$ cat src/rtl/dft_output_capture.sv
// dft_output_capture
// Downstream stage of the DFT core: captures each output frame (next_out pulse
// followed by FRAME_BEATS beats of Y0..Y3) into a two-bank ping-pong buffer and
// replays frames, in capture order, over a valid/ready stream to the host.
// Dropped frames (no free bank) and aborted frames (next_out mid-capture) are
// reported through a sticky overflow flag and a saturating drop counter.
// Optional feature: define DFT_CAPTURE_CHECKSUM_EN to keep a per-bank running
// XOR of captured beats and present the head frame's value on frame_csum.
module dft_output_capture #(
    parameter int FRAME_BEATS = 16,
    parameter int DROP_CNT_W  = 16
) (
    input  logic                  clk,
    input  logic                  rst,
    input  logic                  next_out,
    input  logic [15:0]           Y0,
    input  logic [15:0]           Y1,
    input  logic [15:0]           Y2,
    input  logic [15:0]           Y3,
    input  logic                  capture_en,
    output logic [63:0]           rd_data,
    output logic                  rd_valid,
    input  logic                  rd_ready,
    output logic                  rd_last,
    output logic [1:0]            frames_avail,
    output logic                  overflow,
    output logic [DROP_CNT_W-1:0] drop_count,
    input  logic                  clear_status,
    output logic [63:0]           frame_csum
);

    localparam int            AW        = $clog2(FRAME_BEATS);
    localparam logic [AW-1:0] LAST_ADDR = AW'(FRAME_BEATS - 1);

    localparam logic W_IDLE    = 1'b0;
    localparam logic W_CAPTURE = 1'b1;
    localparam logic R_IDLE    = 1'b0;
    localparam logic R_STREAM  = 1'b1;

    logic          w_state;
    logic [AW-1:0] wr_addr;
    logic          wr_bank;

    logic          r_state;
    logic [AW-1:0] rd_addr;
    logic          rd_bank;

    logic [1:0]    bank_full;
    logic [63:0]   mem [0:2*FRAME_BEATS-1];
    logic [63:0]   beat;

    logic start_req;
    logic frame_start;
    logic frame_drop;
    logic frame_abort;
    logic beat_write;
    logic fill_done;
    logic free_done;

    assign beat = {Y3, Y2, Y1, Y0};

    // Event decode. Banks alternate strictly, so the write pointer always
    // names the oldest bank; if that one is still full, both are occupied.
    // A bank freed by the last read this cycle still reads as full here.
    always_comb begin
        start_req   = next_out & capture_en;
        frame_start = (w_state == W_IDLE) & start_req & ~bank_full[wr_bank];
        frame_drop  = (w_state == W_IDLE) & start_req & bank_full[wr_bank];
        frame_abort = (w_state == W_CAPTURE) & start_req;
        beat_write  = (w_state == W_CAPTURE) & ~start_req;
        fill_done   = beat_write & (wr_addr == LAST_ADDR);
        free_done   = (r_state == R_STREAM) & rd_ready & (rd_addr == LAST_ADDR);
    end

    // Write FSM: wait for an accepted frame start, then store one beat per
    // cycle; a new start mid-frame restarts the same bank from address 0.
    always_ff @(posedge clk or posedge rst) begin
        if (rst) begin
            w_state <= W_IDLE;
            wr_addr <= '0;
            wr_bank <= 1'b0;
        end else if (w_state == W_IDLE) begin
            if (frame_start) begin
                w_state <= W_CAPTURE;
                wr_addr <= '0;
            end
        end else begin
            if (frame_abort) begin
                wr_addr <= '0;
            end else if (fill_done) begin
                w_state <= W_IDLE;
                wr_addr <= '0;
                wr_bank <= ~wr_bank;
            end else begin
                wr_addr <= wr_addr + AW'(1);
            end
        end
    end

    // Frame storage; both banks share one array addressed by {bank, beat}.
    always_ff @(posedge clk) begin
        if (beat_write) begin
            mem[{wr_bank, wr_addr}] <= beat;
        end
    end

    // Read FSM: pick up the head bank once it is full and stream its beats,
    // advancing only on an accepted transfer so data holds during stalls.
    always_ff @(posedge clk or posedge rst) begin
        if (rst) begin
            r_state <= R_IDLE;
            rd_addr <= '0;
            rd_bank <= 1'b0;
        end else if (r_state == R_IDLE) begin
            if (bank_full[rd_bank]) begin
                r_state <= R_STREAM;
                rd_addr <= '0;
            end
        end else if (rd_ready) begin
            if (rd_addr == LAST_ADDR) begin
                r_state <= R_IDLE;
                rd_addr <= '0;
                rd_bank <= ~rd_bank;
            end else begin
                rd_addr <= rd_addr + AW'(1);
            end
        end
    end

    // Bank occupancy and frame count; a fill and a free in the same cycle
    // always touch different banks and leave the count unchanged.
    always_ff @(posedge clk or posedge rst) begin
        if (rst) begin
            bank_full    <= 2'b00;
            frames_avail <= 2'd0;
        end else begin
            if (fill_done) begin
                bank_full[wr_bank] <= 1'b1;
            end
            if (free_done) begin
                bank_full[rd_bank] <= 1'b0;
            end
            if (fill_done && !free_done) begin
                frames_avail <= frames_avail + 2'd1;
            end else if (free_done && !fill_done) begin
                frames_avail <= frames_avail - 2'd1;
            end
        end
    end

    // Status: sticky overflow on drops, saturating count of drops and aborts;
    // a clear request overrides any event in the same cycle.
    always_ff @(posedge clk or posedge rst) begin
        if (rst) begin
            overflow   <= 1'b0;
            drop_count <= '0;
        end else if (clear_status) begin
            overflow   <= 1'b0;
            drop_count <= '0;
        end else begin
            if (frame_drop) begin
                overflow <= 1'b1;
            end
            if ((frame_drop || frame_abort) && (drop_count != {DROP_CNT_W{1'b1}})) begin
                drop_count <= drop_count + DROP_CNT_W'(1);
            end
        end
    end

    assign rd_valid = (r_state == R_STREAM);
    assign rd_data  = rd_valid ? mem[{rd_bank, rd_addr}] : 64'd0;
    assign rd_last  = rd_valid & (rd_addr == LAST_ADDR);

`ifdef DFT_CAPTURE_CHECKSUM_EN
    logic [1:0][63:0] bank_csum;

    // Running XOR per bank, restarted whenever a frame (re)starts in that bank.
    always_ff @(posedge clk or posedge rst) begin
        if (rst) begin
            bank_csum <= '0;
        end else if (frame_start || frame_abort) begin
            bank_csum[wr_bank] <= 64'd0;
        end else if (beat_write) begin
            bank_csum[wr_bank] <= bank_csum[wr_bank] ^ beat;
        end
    end

    assign frame_csum = rd_valid ? bank_csum[rd_bank] : 64'd0;
`else
    assign frame_csum = 64'd0;
`endif

endmodule

$ cat config.mk
export PLATFORM = sky130hd
export DESIGN_NAME = dft_output_capture
export DESIGN_NICKNAME = d
export VERILOG_FILES = /design/src/rtl/dft_output_capture.sv
export SDC_FILE = /design/constraint.sdc
export NUM_CORES = 2
export LEC_CHECK = 0
export BUFFER_PORTS_ARGS = -buffer_cell sky130_fd_sc_hd__buf_2
export CAP_MARGIN = 30
export CORE_MARGIN = 8
export CORE_UTILIZATION = 50
export DETAILED_ROUTE_END_ITERATION = 8
export PLACE_DENSITY = 0.69
export SLEW_MARGIN = 20
export SYNTH_ARGS = -nofsm -noshare
export SYNTH_HDL_FRONTEND = slang
export SYNTH_SLANG_ARGS = --single-unit
$ cat constraint.sdc
create_clock -name clk -period 5.5 [get_ports clk]
set_input_delay 0.275 -clock clk [delete_from_list [all_inputs] [get_ports clk]]
set_output_delay 0.275 -clock clk [all_outputs]
set_load 0.02 [all_outputs]
* Word level (Yosys, flattened, before mapping) *
Memory sizes are Yosys's and may differ from the RTL's.
Index checks and enable logic that the tools add are counted.

cells by class
  $add $sub $neg = 5
  multiply operators = 0
  div/mod/pow operators = 0
  order comparisons = 4
  equal/unequal tests = 4
  shift-type cells = 0
  multiplexer cells = 35
  bitwise logic cells = 19
  reduce and logical (&&, ||, !) cells = 16

operators by type and width
  operator                                            count
  two-way mux 64 bit                                  1
  two-way mux 16 bit                                  2
  two-way mux 4 bit                                   8
  two-way mux 1 bit                                   18
  adder 16 x 1 -> 16 bit, second input constant       1
  inequality test 16 bit, second input constant       1
  bitwise AND 1 bit                                   10
  nonzero test 2 bit                                  5
  adder 4 x 1 -> 4 bit, second input constant         2
  equality test 4 bit, second input constant          2
  two-way mux 2 bit                                   4
  inverter 1 bit                                      6
  AND reduction 3 bit                                 2
  logical AND 1 bit                                   5
  < comparator 1 x 2 -> 1 bit, second input constant  2
  adder 2 x 1 -> 2 bit, second input constant         1
  bitwise AND 2 bit                                   1
  demux 1 bit (select 1 bit)                          2
  >= comparator 1 bit, second input constant          2
  zero test 1 bit                                     2
  inequality test 2 bit, second input constant        1
  inverter 2 bit                                      1
  bitwise OR 2 bit                                    1
  AND reduction 2 bit                                 1
  other kinds (2)                                     2

word-level totals
  register bits = 33
  latch bits = 0
  RAM bits = 2048
  ROM bits = 0
  output and inout bits = 149
  logic and storage cells = 94
  memories = 1

memories
  name  depth  width  read ports  clocked after Yosys merged registers in  write ports  line  RTL
  mem   32     64     1           0                                        1            49    logic [63:0] mem [0:2*FRAME_BEATS-1];

* Longest topological paths before layout *
  word-level depth = 8
  mapped depth = 9
  gate-level depth less buffers = 7

* Worst setup path after synthesis *
No wires, ideal clock.

  path kind = flip-flop to flip-flop
  from = register w_state
  to = register bank_full[0]
  setup time = 0.083 ns
  data arrival time = 6.030 ns
  data required time = 5.417 ns
  path slack = -0.613 ns
  stages on the path, launching flop included = 5
  path buffers = 0
  clock period less this slack = 6.113 ns
  path through = dfrtp_1 > a21boi_0 > nand2_1 > nor3_1 > o22a_1

between the ends
  longest elaborated chain between the ends = 5

ends and longest elaborated chain
  element                             line  RTL
  from (decl)                         40    logic w_state;
  from (signal assigned)              79    w_state <= W_IDLE;
  from (signal assigned)              84    w_state <= W_CAPTURE;
  from (signal assigned)              91    w_state <= W_IDLE;
  bitwise AND 1 bit *                 70    beat_write = (w_state == W_CAPTURE) & ~start_req;
  bitwise AND 1 bit *                 71    fill_done = beat_write & (wr_addr == LAST_ADDR);
  two-way mux 2 bit *                 137   if (fill_done) begin
  bitwise AND 2 bit (no source line)  -
  two-way mux 2 bit *                 140   if (free_done) begin
  to (signal assigned)                134   bank_full <= 2'b00;
  to (signal, indexed assignment)     138   bank_full[wr_bank] <= 1'b1;
  to (signal, indexed assignment)     141   bank_full[rd_bank] <= 1'b0;
  to (decl)                           48    logic [1:0] bank_full;

Mark *: on every way between the ends. The rest lies on a longest branch, timed or not.
A chain may end at the register's enable or synchronous reset.

* Final worst setup path *
  from = register rd_addr[1]
  to = output port rd_data[63]

between the ends
  longest elaborated chain between the ends = 2

ends and longest elaborated chain
  element                 line  RTL
  from (decl)             45    logic [AW-1:0] rd_addr;
  from (signal assigned)  125   rd_addr <= rd_addr + AW'(1);
  memory (32 x 64 bit)    -
  two-way mux 64 bit      171   assign rd_data = rd_valid ? mem[{rd_bank, rd_addr}] : 64'd0;
  to (decl)               21    output logic [63:0] rd_data,

Every way passes these cells.

==> flow_summary.ini <==
[cts]
numClockSinks = 2081
clockBufferDepth = 3
clock-root-buffer = clkbuf_16
htree_levels = 4
path_clk_slew_ns = 0.06
clock_latency_ns = 0.83
tritoncts = done
cts_resized = 0
cts_buffers = 201

[critical_path]
cp_max_fo = 46
crit_type = reg2out
worstPathArrival_ns = 4.03
crit_required_ns = 5.22
start_kind = flip-flop
critPathCaptureType = output port

[drt]
first_pass_iters = 5
dr.first_iter.drc_count = 4583
wl_met2_mm = 95.0
met1_length_mm = 73.8
via_per_inst = 6.26
wl_mm = 189
dr_wl_met3_mm = 15.3
drc = 0
detail-route-antenna-nets = 0
vias = 38374
highest_layer = met5
wl_per_cell_um = 30.8

[pwr]
power_mw = 43.0
p_seq_frac = 0.440
p_int_mw = 30.9
pwr-share-clk = 0.314
peakVddDrop_mv = 0.427
switching_power_mw = 12.2
p_per_area_nw_per_um2 = 472
switching_share = 0.283
comb_power_share = 0.246
leakage_nw = 28.4

[synthesis]
synth_top_family_by_area = multiplexers
synthSimpleGateAreaFrac = 0.0181
synth_compound_area_frac = 0.0296
netlist_instances = 3537
synth-edff-count = 2048
synth_area_leader_cell = edfxtp_1
avgSynthCellArea_um2 = 22.6
synth_ff_type = edfxtp_1
synth_fa_ha_area_frac = 0.00109
synthXorXnorAreaFrac = 0.000547
muxShareOfSynthArea = 0.153
ys_types = 53
ys_top_cells_by_area = edfxtp_1 77%, mux4_2 14%, dfrtp_1 1.0%, mux2_2 0.93%, buf_4 0.92%
yosys_warnings = 0
synth-seq-cells = 2081
syn_area_um2 = 80100
yosysSeqAreaShare = 0.778
post-synth-top-area-fraction = 0.768
async_flop_share = 0.0159

[timing]
maxSlewViolCount = 0
hold_violations = 0
hold_ws_ns = 0.130
relSlewSlack = 0.288
fin_crit_ns = 4.31
setup_tns_ns = 0
rsz0062_at_grt = false
tightest_slew_ns = 1.04
fmax_mhz = 232
clock_skew_ns = 0.0187
post-route-period-util = 0.783
setup_viol = 0

[grt]
track_usage = 0.215
gr-total-overflow = 0
grt_pass1_vias = 39163
grt_pass1_wl_mm = 274
grt_max_degree = 101
antenna_found_initial = 6

[floorplanning]
start_util = 0.501
die_h_um = 416
row_count = 147
die_w_um = 416
ioPinCount = 219
coreArea_um2 = 160000
dieArea_um2 = 173000

[final_layout]
fin_nets = 3951
layout_commonest_cell = edfxtp_1
n_fill_cell = 11356
syn2layout_area_growth_pct = 13.7
mostFrequentLayoutCells = 2048 x edfxtp_1, 504 x mux4_2, 202 x clkbuf_16
multi_input_area_um2 = 16800
seq_area_um2 = 62300
drive_gt1_frac = 0.287

[place]
hpwl_mm = 97.5
gp_congestion = 0.784
io_buffers = 154

[job]
maxCapViolations = 0

[run_status]
status = completed

[worst_hold_path]
worst_hold_path_type = in2async
==> path summary, 6_finish.rpt <==
path	startpoint	end	slack, ns	depth (start not counted)
worst min register to register	frames_avail[1]$_DFFE_PP0P_	frames_avail[1]$_DFFE_PP0P_	0.51	1
worst min-delay path	rst	drop_count[13]$_DFFE_PP0P_	0.13	4
min in group clk	rd_ready	rd_addr[2]$_DFFE_PP0P_	0.39	4
worst max register to register	w_state$_DFF_PP0_	mem[22][38]$_DFFE_PP_	2.03	4
max in group asynchronous	rst	rd_addr[2]$_DFFE_PP0P_	5.00	4
worst max-delay path	rd_addr[1]$_DFFE_PP0P_	rd_data[63]	1.19	6
==> what timing repair did <==
| item | in CTS | in global routing |
|---|---|---|
| buffers inserted | 0 | 0 |
| hold buffers | 70 | 0 |
| hold endpoints to repair | 2106 | 0 |
==> cells in the mapped netlist, drive strengths merged (2+ instances only) <==
master,number
edfxtp,2048
mux4,504
buf,173
clkbuf,96
nor2b,79
mux2,66
nor3,64
a211oi,63
o22a,62
o221ai,61
o22ai,61
nor2,41
dfrtp,33
mux2i,18
nand2,18
a21oi,16
nand3,16
o21ai,13
o31ai,13
and2,8
ha,7
nor4,7
or4,7
a22oi,6
inv,6
and4,5
nand2b,5
and3,4
nand3b,4
nand4,4
or3,4
a2111oi,3
a21boi,3
a21o,3
xor2,3
xnor2,2
==> layer usage <==
metal  vias up  global-route usage
met5         -                   0
met1     20537               0.294
met3       293              0.0354
met2      1852               0.361
met4         2              0.0579
li1      15690                   -
==> cell families after synthesis <==
family / Yosys count
DFF: 2081
adders and majority gates: 7
other: 1
AOI/OAI and AO/OA: 313
xor gates and xnor gates: 5
and+or+nand+nor: 267
muxes: 588
buffers and inverters: 275
==> final cells by class <==
class	count	share of cell area
tap	2086	0.0287
inverter	6	0.000247
clock buffer	246	0.0573
timing repair buffer	340	0.0314
sequential	2081	0.685
antenna	2	0.0000550
clock inverter	129	0.0136
multi-input combinational	1244	0.184
==> flip-flops by register name, summed over array words and instances, names as in the netlist, 2 cells and up <==
register      flops
bank_full         2
rd_addr           4
wr_addr           4
drop_count       16
frames_avail      2
mem            2048
==> metrics by stage <==
step                      setup slack, ns  utilization  instance area, um2  std cells
after floorplan                      1.20            -               80400       3600
after global placement               2.00        0.525               83800       5682
after detailed placement             2.01        0.525               83900       5685
after CTS                            1.09        0.570               91000       6130
after global routing                0.969        0.570               91100       6134
final                                1.19        0.570               91100       6134
==> critical path, stage by stage, from the launching register on <==
cell	delay, ns
dfrtp_4	0.93
buf_4	0.60
mux4_2	0.32
o22a_1	0.16
o22ai_1	0.09
nor3_1	0.74
buf_2	0.31
==> power groups by stage <==
stage	clock [mW]	sequential, mW	combinational, mW
detailed placement	0	19.3	10.7
global route	14.3	19.0	11.2
floorplan	0	19.0	7.61
CTS	13.7	18.9	10.8
global placement	0	19.2	10.6
finish	13.5	18.9	10.6
No activity file was read; power rests on OpenSTA's default activity.
